==> src/rtl/bram_pkg.sv <==
// Shared types and constants for the binary RAM cell controller.
package bram_pkg;

  typedef enum logic [2:0] {
    IDLE,
    DRIVE,
    HOLD,
    VRD,
    VCHK,
    DONE
  } state_t;

  localparam logic RAM_RD = 1'b1;
  localparam logic RAM_WR = 1'b0;

endpackage

==> src/rtl/bram_ctrl_if.sv <==
// Host request/ack bus plus the cell-array select/rdwr/in/out wires.
// master: host and cell array side; slave: the controller.
interface bram_ctrl_if #(
  parameter int unsigned DW    = 4,
  parameter int unsigned AW    = 2,
  parameter int unsigned DEPTH = 4
);
  logic             req;
  logic             wr;
  logic [AW-1:0]    addr;
  logic [DW-1:0]    wdata;
  logic             ack;
  logic [DW-1:0]    rdata;
  logic             busy;
  logic             err;
  logic [DEPTH-1:0] ram_sel;
  logic             ram_rdwr;
  logic [DW-1:0]    ram_in;
  logic [DW-1:0]    ram_out;

  modport master (
    output req, wr, addr, wdata, ram_out,
    input  ack, rdata, busy, err, ram_sel, ram_rdwr, ram_in
  );

  modport slave (
    input  req, wr, addr, wdata, ram_out,
    output ack, rdata, busy, err, ram_sel, ram_rdwr, ram_in
  );
endinterface

==> src/rtl/bram_addr_dec.sv <==
// Word address to one-hot select decoder with enable and range flag.
module bram_addr_dec #(
  parameter int unsigned AW    = 2,
  parameter int unsigned DEPTH = 4
) (
  input  logic [AW-1:0]    addr,
  input  logic             en,
  output logic [DEPTH-1:0] sel,
  output logic             out_of_range
);

  always_comb begin
    sel          = '0;
    out_of_range = (32'(addr) >= DEPTH);
    for (int unsigned i = 0; i < DEPTH; i++) begin
      if (en && (addr == AW'(i))) sel[i] = 1'b1;
    end
  end

endmodule

==> src/rtl/bram_ctrl.sv <==
// Initiator for a DEPTH x DW binary RAM cell array: req/ack host side, select/rdwr/in/out cells.
// Optional BRAM_CTRL_VERIFY_EN adds a read-back check after every write.
module bram_ctrl
  import bram_pkg::*;
#(
  parameter int unsigned DW    = 4,
  parameter int unsigned AW    = 2,
  parameter int unsigned DEPTH = 4
) (
  input  logic        CLK,
  input  logic        RST,
  bram_ctrl_if.slave  bus
);

  state_t           state_q, state_d;
  logic             wr_q;
  logic [AW-1:0]    addr_q;
  logic [DW-1:0]    wdata_q;
  logic [DW-1:0]    rdata_q;
  logic             err_q;

  logic             drive;
  logic             rdwr;
  logic [DW-1:0]    ram_in;
  logic             ack;
  logic             err_upd;
  logic             err_d;
  logic [DEPTH-1:0] sel;
  logic             oor;

  bram_addr_dec #(
    .AW    (AW),
    .DEPTH (DEPTH)
  ) u_dec (
    .addr         (addr_q),
    .en           (drive),
    .sel          (sel),
    .out_of_range (oor)
  );

  always_ff @(posedge CLK or posedge RST) begin
    if (RST) begin
      state_q <= IDLE;
      wr_q    <= 1'b0;
      addr_q  <= '0;
      wdata_q <= '0;
      rdata_q <= '0;
      err_q   <= 1'b0;
    end else begin
      state_q <= state_d;
      if (state_q == IDLE && bus.req) begin
        wr_q    <= bus.wr;
        addr_q  <= bus.addr;
        wdata_q <= bus.wdata;
      end
      // Cells are sampled on the edge leaving HOLD.
      if (state_q == HOLD && !wr_q) rdata_q <= oor ? '0 : bus.ram_out;
      if (err_upd) err_q <= err_d;
    end
  end

  always_comb begin
    state_d = state_q;
    drive   = 1'b0;
    rdwr    = RAM_RD;
    ram_in  = '0;
    ack     = 1'b0;
    err_upd = 1'b0;
    err_d   = oor;
    unique case (state_q)
      IDLE: if (bus.req) state_d = DRIVE;
      DRIVE, HOLD: begin
        drive  = 1'b1;
        rdwr   = wr_q ? RAM_WR : RAM_RD;
        ram_in = wr_q ? wdata_q : '0;
        if (state_q == DRIVE) begin
          state_d = HOLD;
        end else begin
`ifdef BRAM_CTRL_VERIFY_EN
          if (wr_q) begin
            state_d = VRD;
          end else begin
            state_d = DONE;
            err_upd = 1'b1;
          end
`else
          state_d = DONE;
          err_upd = 1'b1;
`endif
        end
      end
`ifdef BRAM_CTRL_VERIFY_EN
      VRD: begin
        drive   = 1'b1;
        state_d = VCHK;
      end
      VCHK: begin
        drive   = 1'b1;
        err_upd = 1'b1;
        err_d   = (bus.ram_out != wdata_q) | oor;
        state_d = DONE;
      end
`endif
      DONE: begin
        ack     = 1'b1;
        state_d = IDLE;
      end
      default: state_d = IDLE;
    endcase
  end

  assign bus.ack      = ack;
  assign bus.rdata    = rdata_q;
  assign bus.busy     = (state_q != IDLE);
  assign bus.err      = err_q;
  assign bus.ram_sel  = sel;
  assign bus.ram_rdwr = rdwr;
  assign bus.ram_in   = ram_in;

endmodule

==> src/flat_wrapper.sv <==
// flat-port wrapper written by rule: the top's interface ports become plain ports
module bram_ctrl_flat import bram_pkg::*;
#(
  parameter int unsigned DW    = 4,
  parameter int unsigned AW    = 2,
  parameter int unsigned DEPTH = 4
)
  (CLK, RST, bus_req, bus_wr, bus_addr, bus_wdata, bus_ram_out, bus_ack, bus_rdata, bus_busy, bus_err, bus_ram_sel, bus_ram_rdwr, bus_ram_in);
  bram_ctrl_if #(.DW(DW), .AW(AW), .DEPTH(DEPTH)) bus_i ();
  input  logic CLK;
  input  logic RST;
  input wire logic [$bits(bus_i.req)-1:0] bus_req;
  input wire logic [$bits(bus_i.wr)-1:0] bus_wr;
  input wire logic [$bits(bus_i.addr)-1:0] bus_addr;
  input wire logic [$bits(bus_i.wdata)-1:0] bus_wdata;
  input wire logic [$bits(bus_i.ram_out)-1:0] bus_ram_out;
  output wire logic [$bits(bus_i.ack)-1:0] bus_ack;
  output wire logic [$bits(bus_i.rdata)-1:0] bus_rdata;
  output wire logic [$bits(bus_i.busy)-1:0] bus_busy;
  output wire logic [$bits(bus_i.err)-1:0] bus_err;
  output wire logic [$bits(bus_i.ram_sel)-1:0] bus_ram_sel;
  output wire logic [$bits(bus_i.ram_rdwr)-1:0] bus_ram_rdwr;
  output wire logic [$bits(bus_i.ram_in)-1:0] bus_ram_in;
  assign bus_i.req = bus_req;
  assign bus_i.wr = bus_wr;
  assign bus_i.addr = bus_addr;
  assign bus_i.wdata = bus_wdata;
  assign bus_i.ram_out = bus_ram_out;
  assign bus_ack = bus_i.ack;
  assign bus_rdata = bus_i.rdata;
  assign bus_busy = bus_i.busy;
  assign bus_err = bus_i.err;
  assign bus_ram_sel = bus_i.ram_sel;
  assign bus_ram_rdwr = bus_i.ram_rdwr;
  assign bus_ram_in = bus_i.ram_in;
  bram_ctrl #(.DW(DW), .AW(AW), .DEPTH(DEPTH)) u_core (.CLK(CLK), .RST(RST), .bus(bus_i));
endmodule
==> config.mk <==
export PLATFORM = sky130hd
export DESIGN_NAME = bram_ctrl_flat
export DESIGN_NICKNAME = d
export VERILOG_FILES = /design/src/rtl/bram_pkg.sv /design/src/rtl/bram_ctrl_if.sv /design/src/rtl/bram_addr_dec.sv /design/src/rtl/bram_ctrl.sv /design/src/flat_wrapper.sv
export SDC_FILE = /design/constraint.sdc
export NUM_CORES = 1
export LEC_CHECK = 0
export CORE_MARGIN = 3
export CORE_UTILIZATION = 36
export DETAILED_ROUTE_END_ITERATION = 8
export GPL_TIMING_DRIVEN = 0
export PLACE_DENSITY_LB_ADDON = 0.05
export RECOVER_POWER = 25
export SYNTH_ARGS = -nofsm -noshare
export SYNTH_HDL_FRONTEND = slang
export SYNTH_SLANG_ARGS = --single-unit
==> constraint.sdc <==
create_clock -name CLK -period 1.5 [get_ports CLK]
set_clock_uncertainty 0.05 [all_clocks]
set_input_delay 0.3 -clock CLK [delete_from_list [all_inputs] [get_ports CLK]]
set_output_delay 0.3 -clock CLK [all_outputs]
set_load 0.005 [all_outputs]
======== After elaboration in Yosys (flattened, before gate mapping) ========
Cells that the tools add are included.
storage, ports and cells
  flip-flop bits (word level) ............. 14
  input port bits ......................... 14
  output and inout port bits .............. 16
  logic and storage cells ................. 36
operators by class
  eq/ne operators ......................... 7
  mux-type cells .......................... 13
  reduce and logical (&&, ||, !) cells .... 11
operator list
  cell                                                 number
  two-way mux 1 bit                                    8
  two-way mux 4 bit                                    2
  logical AND 1 bit                                    6
  two-way mux 3 bit                                    2
  one-hot mux 3 bit (2 select lines)                   1
  equality test 2 bit, second input constant           2
  equality test 3 x 1 -> 1 bit, second input constant  1
  equality test 3 x 2 -> 1 bit, second input constant  1
  equality test 3 bit, second input constant           1
  zero test 3 bit                                      1
  nonzero test 3 bit                                   1
  equality test 2 x 1 -> 1 bit, second input constant  1
  zero test 2 bit                                      1
  inequality test 2 bit, second input constant         1
  OR reduction 2 bit                                   1
  zero test 1 bit                                      1

======== Longest topological paths before layout ========
Gate-level depths: netlist of run 1.
  depth after elaboration ................. 5
  mapped depth ............................ 3
  gate-level depth less buffers ........... 2

======== By module ========
From an unflattened synthesis of run 1, not the netlist that was laid out.
unflattened totals
  cell total of the unflattened synthesis .. 57
  area, all modules ....................... 758.2 um^2
modules (own cells, without submodules)
  module         times used  cells each  area each (um^2)  seq. area each (um^2)
  bram_ctrl      1           51          709.4             375.4
  bram_addr_dec  1           6           48.8              0.0

======== Worst setup path after synthesis of run 1 ========
No wires, ideal clock.
  path type ............................... reg2reg
  start ................................... reg u_core.state_q[0]
  end ..................................... reg u_core.addr_q[0]
  setup time .............................. 125 ps
  data arrival time ....................... 1295 ps
  data required time ...................... 1325 ps
  slack ................................... 30 ps
  cell stages (with the launch flop) ...... 4
  path buffers ............................ 1
  period minus slack after synthesis ...... 1470 ps
  path through ............................ dfrtp_1 > buf_6 > nor4b_4 > mux2_2
between the ends
  word-level cells in the longest chain between the ends .. 2
ends and longest elaborated chain
  what                      line             source
  start: declaration        bram_ctrl.sv:15  state_t state_q, state_d;
  start signal: assignment  bram_ctrl.sv:50  state_q <= state_d;
  zero test 3 bit           bram_ctrl.sv:51  if (state_q == IDLE && bus.req) begin
  logical AND 1 bit         bram_ctrl.sv:51
  end signal: assignment    bram_ctrl.sv:53  addr_q <= bus.addr;
  end: declaration          bram_ctrl.sv:17  logic [AW-1:0] addr_q;
No other way between the ends.
A chain may end at the register's enable or synchronous reset.

======== Worst setup path in the final report of run 1 ========
  start ................................... reg u_core.state_q[0]
  end ..................................... out bus_ram_sel[3]
between the ends
  word-level cells in the longest chain between the ends .. 5
  elaborated cells on any way between the ends .. 6
  classes of those cells .................. 2 x eq/ne; 2 x mux; 2 x reduce/logical
ends and longest elaborated chain
  what                                                                                 line                 source
  equality test 3 x 1 -> 1 bit / equality test 3 x 2 -> 1 bit (equally long branches)  bram_ctrl.sv:70      unique case (state_q)
  OR reduction 2 bit (*)                                                               bram_ctrl.sv:70
  two-way mux 1 bit (*)                                                                bram_ctrl.sv:70
  logical AND 1 bit (*)                                                                bram_addr_dec.sv:16  if (en && (addr == AW'(i))) sel[i] = 1'b1;
  two-way mux 1 bit (*)                                                                bram_addr_dec.sv:16
  end: declaration                                                                     flat_wrapper.sv:21   output wire logic [$bits(bus_i.ram_sel)-1:0] bus_ram_sel;
Mark *: on every way between the ends. The rest lies on a longest branch, timed or not.

==> flow_summary_export.csv, run 1 <==
group,metric,value,unit
outcome,status,"finished with violations",
outcome,violations,"setup timing",
clocking,clk_path_buf_depth,2,
clocking,cts_max_level,1,
global_route,grt_usage,13.05,%
timing,fin_ws,-221.5,ps
power_and_ir_drop,ir_drop,1.219,mV
logic_synthesis,yosys.cell_types.count,22,
cells_and_area,final_area,1222,um^2
power_and_ir_drop,power,0.002592,W
timing,setup_viol,22,
logic_synthesis,yosysSeqAreaShare,51.38,%
global_route,grt_pass1_wl,2463,um
floorplanning,pin_count,30,
logic_synthesis,yosys_warnings,0,
routing,routed.top_layer,"met4",
logic_synthesis,synth_compound_area_share,0,%
flow_run,max_cap_violations,0,
worst_setup_path,ff2ff_setup_slack,-190,ps
cells_and_area,drive_gt1_share,54.17,%
floorplanning,dieArea,2452,um^2
floorplanning,coreArea,1764,um^2
routing,drt-pass1-iter-count,4,
routing,wl_per_cell,13.95,um
logic_synthesis,syn_area,681.9,um^2
logic_synthesis,yosys.area.top_type,"dfrtp_1",
placed_design,gp_congestion,0.6452,
routing,route.detailed.drc,0,
cells_and_area,final_core_util,69.29,%
global_route,grt_overflow,0,
routing,drtIter0Drc,4,
routing,routed-wl-met3,67,um
placed_design,dp_cells,104,
cells_and_area,syn2layout_area_growth,79.27,%
clocking,cts_tree,"built",
routing,antenna_left,0,
logic_synthesis,synth_top_family_by_area,"simple AND/OR/NAND/NOR gates",
clocking,clkSlewWorstSetupHoldPaths,80,ps
power_and_ir_drop,power_density,2120,nW/um^2
cells_and_area,stdcell_count,121,
logic_synthesis,syn_avg_cell_area,13.37,um^2
global_route,first_global_vias,536,
logic_synthesis,synthSimpleGateAreaFrac,22.75,%
worst_setup_path,crit_path_start_kind,"flip-flop",
power_and_ir_drop,leakage,0.6263,nW
timing,max_freq,0.5809,GHz
logic_synthesis,netlist_instances,51,
timing,min_period,1721,ps
routing,routed-wl-met2,899,um
floorplanning,die_h,49.52,um
worst_setup_path,cp.arrival,1370,ps
logic_synthesis,synth_mux_area_share,18.17,%
routing,routed_via_density,4.636,
timing,drv_slew,0,
clocking,hold_buffers,0,
global_route,grt_max_degree,15,
clocking,cts_sinks,14,
routing,vias,561,
clocking,root_buffer,"clkbuf_4",
placed_design,portBuffers,28,
routing,met1Wirelength,711,um
floorplanning,row_count,15,
floorplanning,die_w,49.52,um
logic_synthesis,syn-num-nets,65,
placed_design,place_area,993.5,um^2
timing,relSlewSlack,64.60,%
global_route,antenna_found_initial,0,
min_path,hp-class,"in -> async",
worst_setup_path,crit_type,"reg -> out",
worst_setup_path,cp-end-kind,"output port",
timing,hold_viol,0,
timing,rsz0062_at_grt,"true",
routing,finalWirelength,1688,um
logic_synthesis,synth_xor_area_share,2.569,%
logic_synthesis,synthAdderAreaFrac,0,%
floorplanning,start_util,38.65,%
placed_design,hpwl,1023,um
worst_setup_path,cp.required,1150,ps
cells_and_area,num-fill-cells,147,
worst_setup_path,crit_fanout,4,
timing,tightest_slew,530.4,ps
logic_synthesis,ys_ff_latch,14,
cells_and_area,nNetsFinal,111,
timing,fin_crit_sh,114.8,%
logic_synthesis,yosys-top-cells-area,"dfrtp_1, mux2_2, nor4b_4, and3_1, nor4b_1",
logic_synthesis,synth_top_area_share,51.38,%
clocking,cts_made_buffers,3,
cells_and_area,antennaDiodeCount,0,
clocking,clk_latency,270,ps
layout make-up:
class | count | area, um^2 | area share, %
Sequential cell | 14 | 351.6 | 28.76
Buffer | 4 | 45.04 | 3.685
Timing Repair Buffer | 41 | 359.1 | 29.38
Clock buffer | 4 | 36.28 | 2.968
Tap cell | 25 | 31.28 | 2.559
Inverter | 1 | 3.754 | 0.3071
Multi-Input combinational cell | 32 | 395.4 | 32.34
layout by cell type (no fill, tap or decap), types with 2 or more instances in the layout:
| master | instances |
|---|---|
| buf_2 | 11 |
| and3_1 | 4 |
| mux2_2 | 2 |
| nor3b_1 | 2 |
| dfrtp_1 | 13 |
| clkdlybuf4s50_1 | 12 |
| buf_6 | 9 |
| buf_4 | 7 |
| nor4b_4 | 3 |
| dlymetal6s2s_1 | 4 |
| mux2_4 | 9 |
| clkbuf_4 | 3 |
synth_stat cells:
cell type  number
and3_1          4
and3b_1         1
and4b_1         1
buf_2           1
buf_4           1
buf_6           1
clkbuf_1        1
conb_1          1
dfrtp_1        14
inv_1           1
mux2_2         11
nand2_1         1
nor2_1          1
nor2b_1         1
nor3_1          1
nor3b_1         2
nor4_1          1
nor4b_1         2
nor4b_4         2
or3_1           1
xnor2_1         1
xor2_1          1
kinds of logic (layout without fill, tap and decap cells):
| kind of cell | count (synthesis) | in the layout |
|---|---|---|
| xor gates and xnor gates | 2 | 2 |
| buffers and inverters | 5 | 50 |
| other | 1 | 1 |
| DFF | 14 | 14 |
| muxes | 11 | 11 |
| and+or+nand+nor | 18 | 18 |
metrics by stage:
step / hold slack, ps / setup slack [ps] / setup TNS, ps
floorplan: 139.2 / 30.38 / 0
global placement: 434.9 / -497.6 / -6882
detailed placement: 437.2 / -503.5 / -6734
CTS: 329.0 / -247.3 / -3027
global route: 482.6 / -300.0 / -5146
finish: 447.8 / -221.5 / -3577
timing repair:
action | 4_1_cts | 5_1_grt
buffers inserted | 9 | 4
pin swaps | 10 | 5
setup endpoints to repair | 18 | 26
cloned | 0 | 0
resized for setup | 61 | 19
sequential cells by signal, indices dropped and copies added (netlist names):
name              count
u_core.addr_q         2
u_core.bus.rdata      4
u_core.state_q        3
u_core.wdata_q        4
u_core.wr_q           1
worst max-delay path, cell delays in order (launching register included):
cell and delay, ps:
dfrtp_1 380, buf_6 140, xor2_4 180, buf_6 120, and4b_1 160, buf_2 120
power by group:
group / switching (W) / internal (W) / leakage (nW)
Combinational: 0.000599 / 0.00103 / 0.438
Sequential: 0.000137 / 0.000567 / 0.167
Clock: 0.000115 / 0.000147 / 0.0210
Total: 0.000852 / 0.00174 / 0.626
metal layers:
layer | vias to the layer above | GRT usage (%)
li1 | 270 | -
met4 | 0 | 4.147
met2 | 12 | 24.89
met3 | 2 | 2.115
met1 | 277 | 14.45
met5 | - | 0
final timing paths:
path                                                 startpoint                               to  cells after the start
worst max-delay path              u_core.state_q[0]$_DFFE_PP0P_                   bus_ram_sel[3]                      5
worst min-delay path                                        RST    u_core.wdata_q[1]$_DFFE_PP0P_                      2
worst max register to register    u_core.state_q[0]$_DFFE_PP0P_  u_core.bus.rdata[0]$_DFFE_PP0P_                      6
worst min register to register  u_core.bus.rdata[1]$_DFFE_PP0P_  u_core.bus.rdata[1]$_DFFE_PP0P_                      1
max in group asynchronous                                   RST    u_core.state_q[2]$_DFFE_PP0P_                      2
min in group CLK                u_core.bus.rdata[1]$_DFFE_PP0P_  u_core.bus.rdata[1]$_DFFE_PP0P_                      1
No activity file was read; power rests on OpenSTA's default activity.
==> run 2, diff against run 1 <==
Settings changed: CORE_UTILIZATION 36 to 38, SYNTH_HIERARCHICAL set to 1.
==> run 2 against run 1 <==
Compared with the run above: sequential power up 12%; cell count grew 6.6%; largest power group unchanged; first-iteration DRC count grew 50%; critical path type unchanged; non-clock buffer count is 1 higher; global-route usage is 2.4 points higher; register-to-register slack worse by 50 ps; via count increased by 12%; synthesized cell count rose by 12%; the flow still finishes with violations (setup timing).
==> flow_summary_export.csv, run 2 <==
group,metric,value,unit
outcome,status,"finished with violations",
outcome,violations,"setup timing",
clocking,cts_tree,"built",
worst_setup_path,crit_fanout,6,
floorplanning,dieArea,2567,um^2
routing,drt-pass1-iter-count,2,
timing,hold_viol,0,
worst_setup_path,crit_slowest_cell,"or3b_2",
timing,fin_crit_sh,129.7,%
worst_setup_path,cpPeakStageDelay,470,ps
global_route,antenna_found_initial,0,
timing,fin_worst_hold_slack,328.5,ps
clocking,cts_max_level,1,
routing,routed_via_density,4.884,
timing,rsz0062_at_grt,"true",
logic_synthesis,yosys_warnings,6,
global_route,grt_max_degree,16,
logic_synthesis,yosys.area.top_type,"dfrtp_1",
logic_synthesis,yosys-top-cells-area,"dfrtp_1, mux2_2, nor4b_4, nor4bb_1, nor2b_1",
logic_synthesis,ys.flop_type,"dfrtp_1",
logic_synthesis,synthTopCellsByCount,"dfrtp_1, mux2_2, nor2b_1, nor4bb_1, nor2_1",
cells_and_area,multiInputGateArea,456.7,um^2
routing,vias,630,
floorplanning,row_count,15,
power_and_ir_drop,power,0.002632,W
cells_and_area,nNetsFinal,119,
logic_synthesis,synth_most_common_cell,"dfrtp_1",
timing,min_period,1945,ps
clocking,clk_latency,280,ps
logic_synthesis,synth_edf_count,0,
timing,relSlewSlack,60.50,%
global_route,grt_pass1_wl,2967,um
logic_synthesis,syn_avg_cell_area,13.30,um^2
clocking,clkSlewWorstSetupHoldPaths,90,ps
cells_and_area,drive_gt1_share,54.81,%
placed_design,portBuffers,29,
floorplanning,pin_count,30,
timing,max_freq,0.5142,GHz
placed_design,hpwl,1120,um
worst_setup_path,cp-end-kind,"output port",
logic_synthesis,syn_area,758.2,um^2
cells_and_area,antennaDiodeCount,0,
clocking,cts_sinks,15,
floorplanning,die_w,50.67,um
clocking,clk_path_buf_depth,2,
cells_and_area,final-seq-area,377.9,um^2
floorplanning,die_h,50.67,um
logic_synthesis,ys_ff_latch,15,
power_and_ir_drop,leakage,0.6231,nW
timing,fin_ws,-444.9,ps
cells_and_area,syn2layout_area_growth,71.78,%
flow_run,max_cap_violations,0,
power_and_ir_drop,power_density,2021,nW/um^2
worst_setup_path,cp_cell_sequence,"buf_6 -> xnor2_2 -> or3b_2 -> buf_2",
floorplanning,coreArea,1802,um^2
routing,antenna_left,0,
power_and_ir_drop,ir_drop,1.035,mV
global_route,grt_usage,15.41,%
timing,tightest_slew,591.8,ps
routing,route.detailed.drc,0,
logic_synthesis,synth_top_area_share,49.50,%
global_route,grt_overflow,0,
clocking,cts_made_buffers,3,
routing,drtIter0Drc,6,
timing,setup_viol,22,
floorplanning,start_util,42.08,%
routing,finalWirelength,1941,um
logic_synthesis,yosys.cell_types.count,21,
worst_setup_path,crit_type,"reg -> out",
cells_and_area,layout_common_cells,"clkdlybuf4s50_1, dfrtp_1, buf_6, mux2_4, buf_2",
routing,wl_per_cell,15.05,um
timing,drv_slew,0,
worst_setup_path,cp.arrival,1590,ps
logic_synthesis,syn-num-nets,71,
clocking,hold_buffers,0,
global_route,first_global_vias,628,
worst_setup_path,cp.required,1150,ps
cells_and_area,num-fill-cells,133,
placed_design,dp_cells,111,
worst_setup_path,crit_path_start_kind,"flip-flop",
placed_design,gp_congestion,0.6947,
logic_synthesis,ys_async_sr_fraction,100.0,%
logic_synthesis,yosysSeqAreaShare,49.50,%
cells_and_area,stdcell_count,129,
logic_synthesis,netlist_instances,57,
clocking,root_buffer,"clkbuf_4",
min_path,hp-class,"in -> async",
[run 2: cell types whose count changed in the layout (fill, tap and decap cells not counted), moves of 2 or more]
cell / change
dlymetal6s2s_1: -4
buf_2: -2
nor3b_1: -2
and3_1: -4
dlygate4sd2_1: +5
nor4bb_1: +3
nor2b_1: +4
nor3b_4: +2
[run 2: critical path: cells and delay by family (launching register included)]
| kind | cells | cell delay (ps) |
|---|---|---|
| xor+xnor | 1 | 190 |
| flops | 1 | 380 |
| simple gates | 1 | 470 |
| buf+inv | 2 | 280 |
[run 2: final cells by class]
class	count	share of cell area, %
Clock buffer	4	2.017
Multi-Input combinational cell	37	35.06
Buffer	3	2.498
Sequential cell	15	29.01
Tap cell	25	2.402
Inverter	2	0.5764
Timing Repair Buffer	43	28.43
[run 2: worst paths after layout]
kind                                                 end  slack (ps)                           from  cells past startpoint
max                                         bus_ram_rdwr        -440  u_core/state_q[0]$_DFFE_PP0P_                      4
min                         u_core/addr_q[1]$_DFFE_PP0P_         330                            RST                      2
max reg2reg                 u_core/addr_q[0]$_DFFE_PP0P_        -240  u_core/state_q[2]$_DFFE_PP0P_                      6
min reg2reg                u_core/state_q[2]$_DFFE_PP0P_         470  u_core/state_q[2]$_DFFE_PP0P_                      1
max in group asynchronous  u_core/state_q[1]$_DFFE_PP0P_         650                            RST                      2
min in group CLK           u_core/state_q[2]$_DFFE_PP0P_         470  u_core/state_q[2]$_DFFE_PP0P_                      1
[run 2: where the power goes]
part	switching, W	internal [W]
logic	0.000555	0.00105
registers	0.000186	0.000603
clock network	0.000131	0.000103
[run 2: layer usage]
| metal | up-vias | track usage (%) | share of wire (%) |
|---|---|---|---|
| met5 | - | 0 | 0 |
| met4 | 0 | 4.484 | 0 |
| met3 | 0 | 4.154 | 7.3 |
| met2 | 24 | 25.22 | 50 |
| met1 | 312 | 19.85 | 42 |
| li1 | 294 | - | - |
[run 2: what timing repair did]
item,in CTS,in global routing
pin swaps,8,7
setup endpoints to repair,23,22
resized for setup,68,17
buffers inserted,10,5
[run 2: logic make-up after synthesis]
kind of cell	after synthesis	share of synthesized area, %
and+or+nand+nor	22	26.07
xor gates and xnor gates	1	1.155
muxes	12	17.82
DFF	15	49.50
other	1	0.4946
AOI/OAI and AO/OA	1	0.9905
buffers and inverters	5	3.961
[run 2: through the flow]
stage          TNS [ps]  util [%]  setup slack (ps)  cell area [um^2]
5_1_grt           -7310     72.29            -536.2              1303
6_report          -5873     72.29            -444.9              1303
3_5_place_dp      -7582     59.93            -683.7              1080
2_1_floorplan         0         -             8.292             758.2
4_1_cts           -4696     67.01            -495.4              1207
3_3_place_gp      -7446     59.93            -667.6              1080
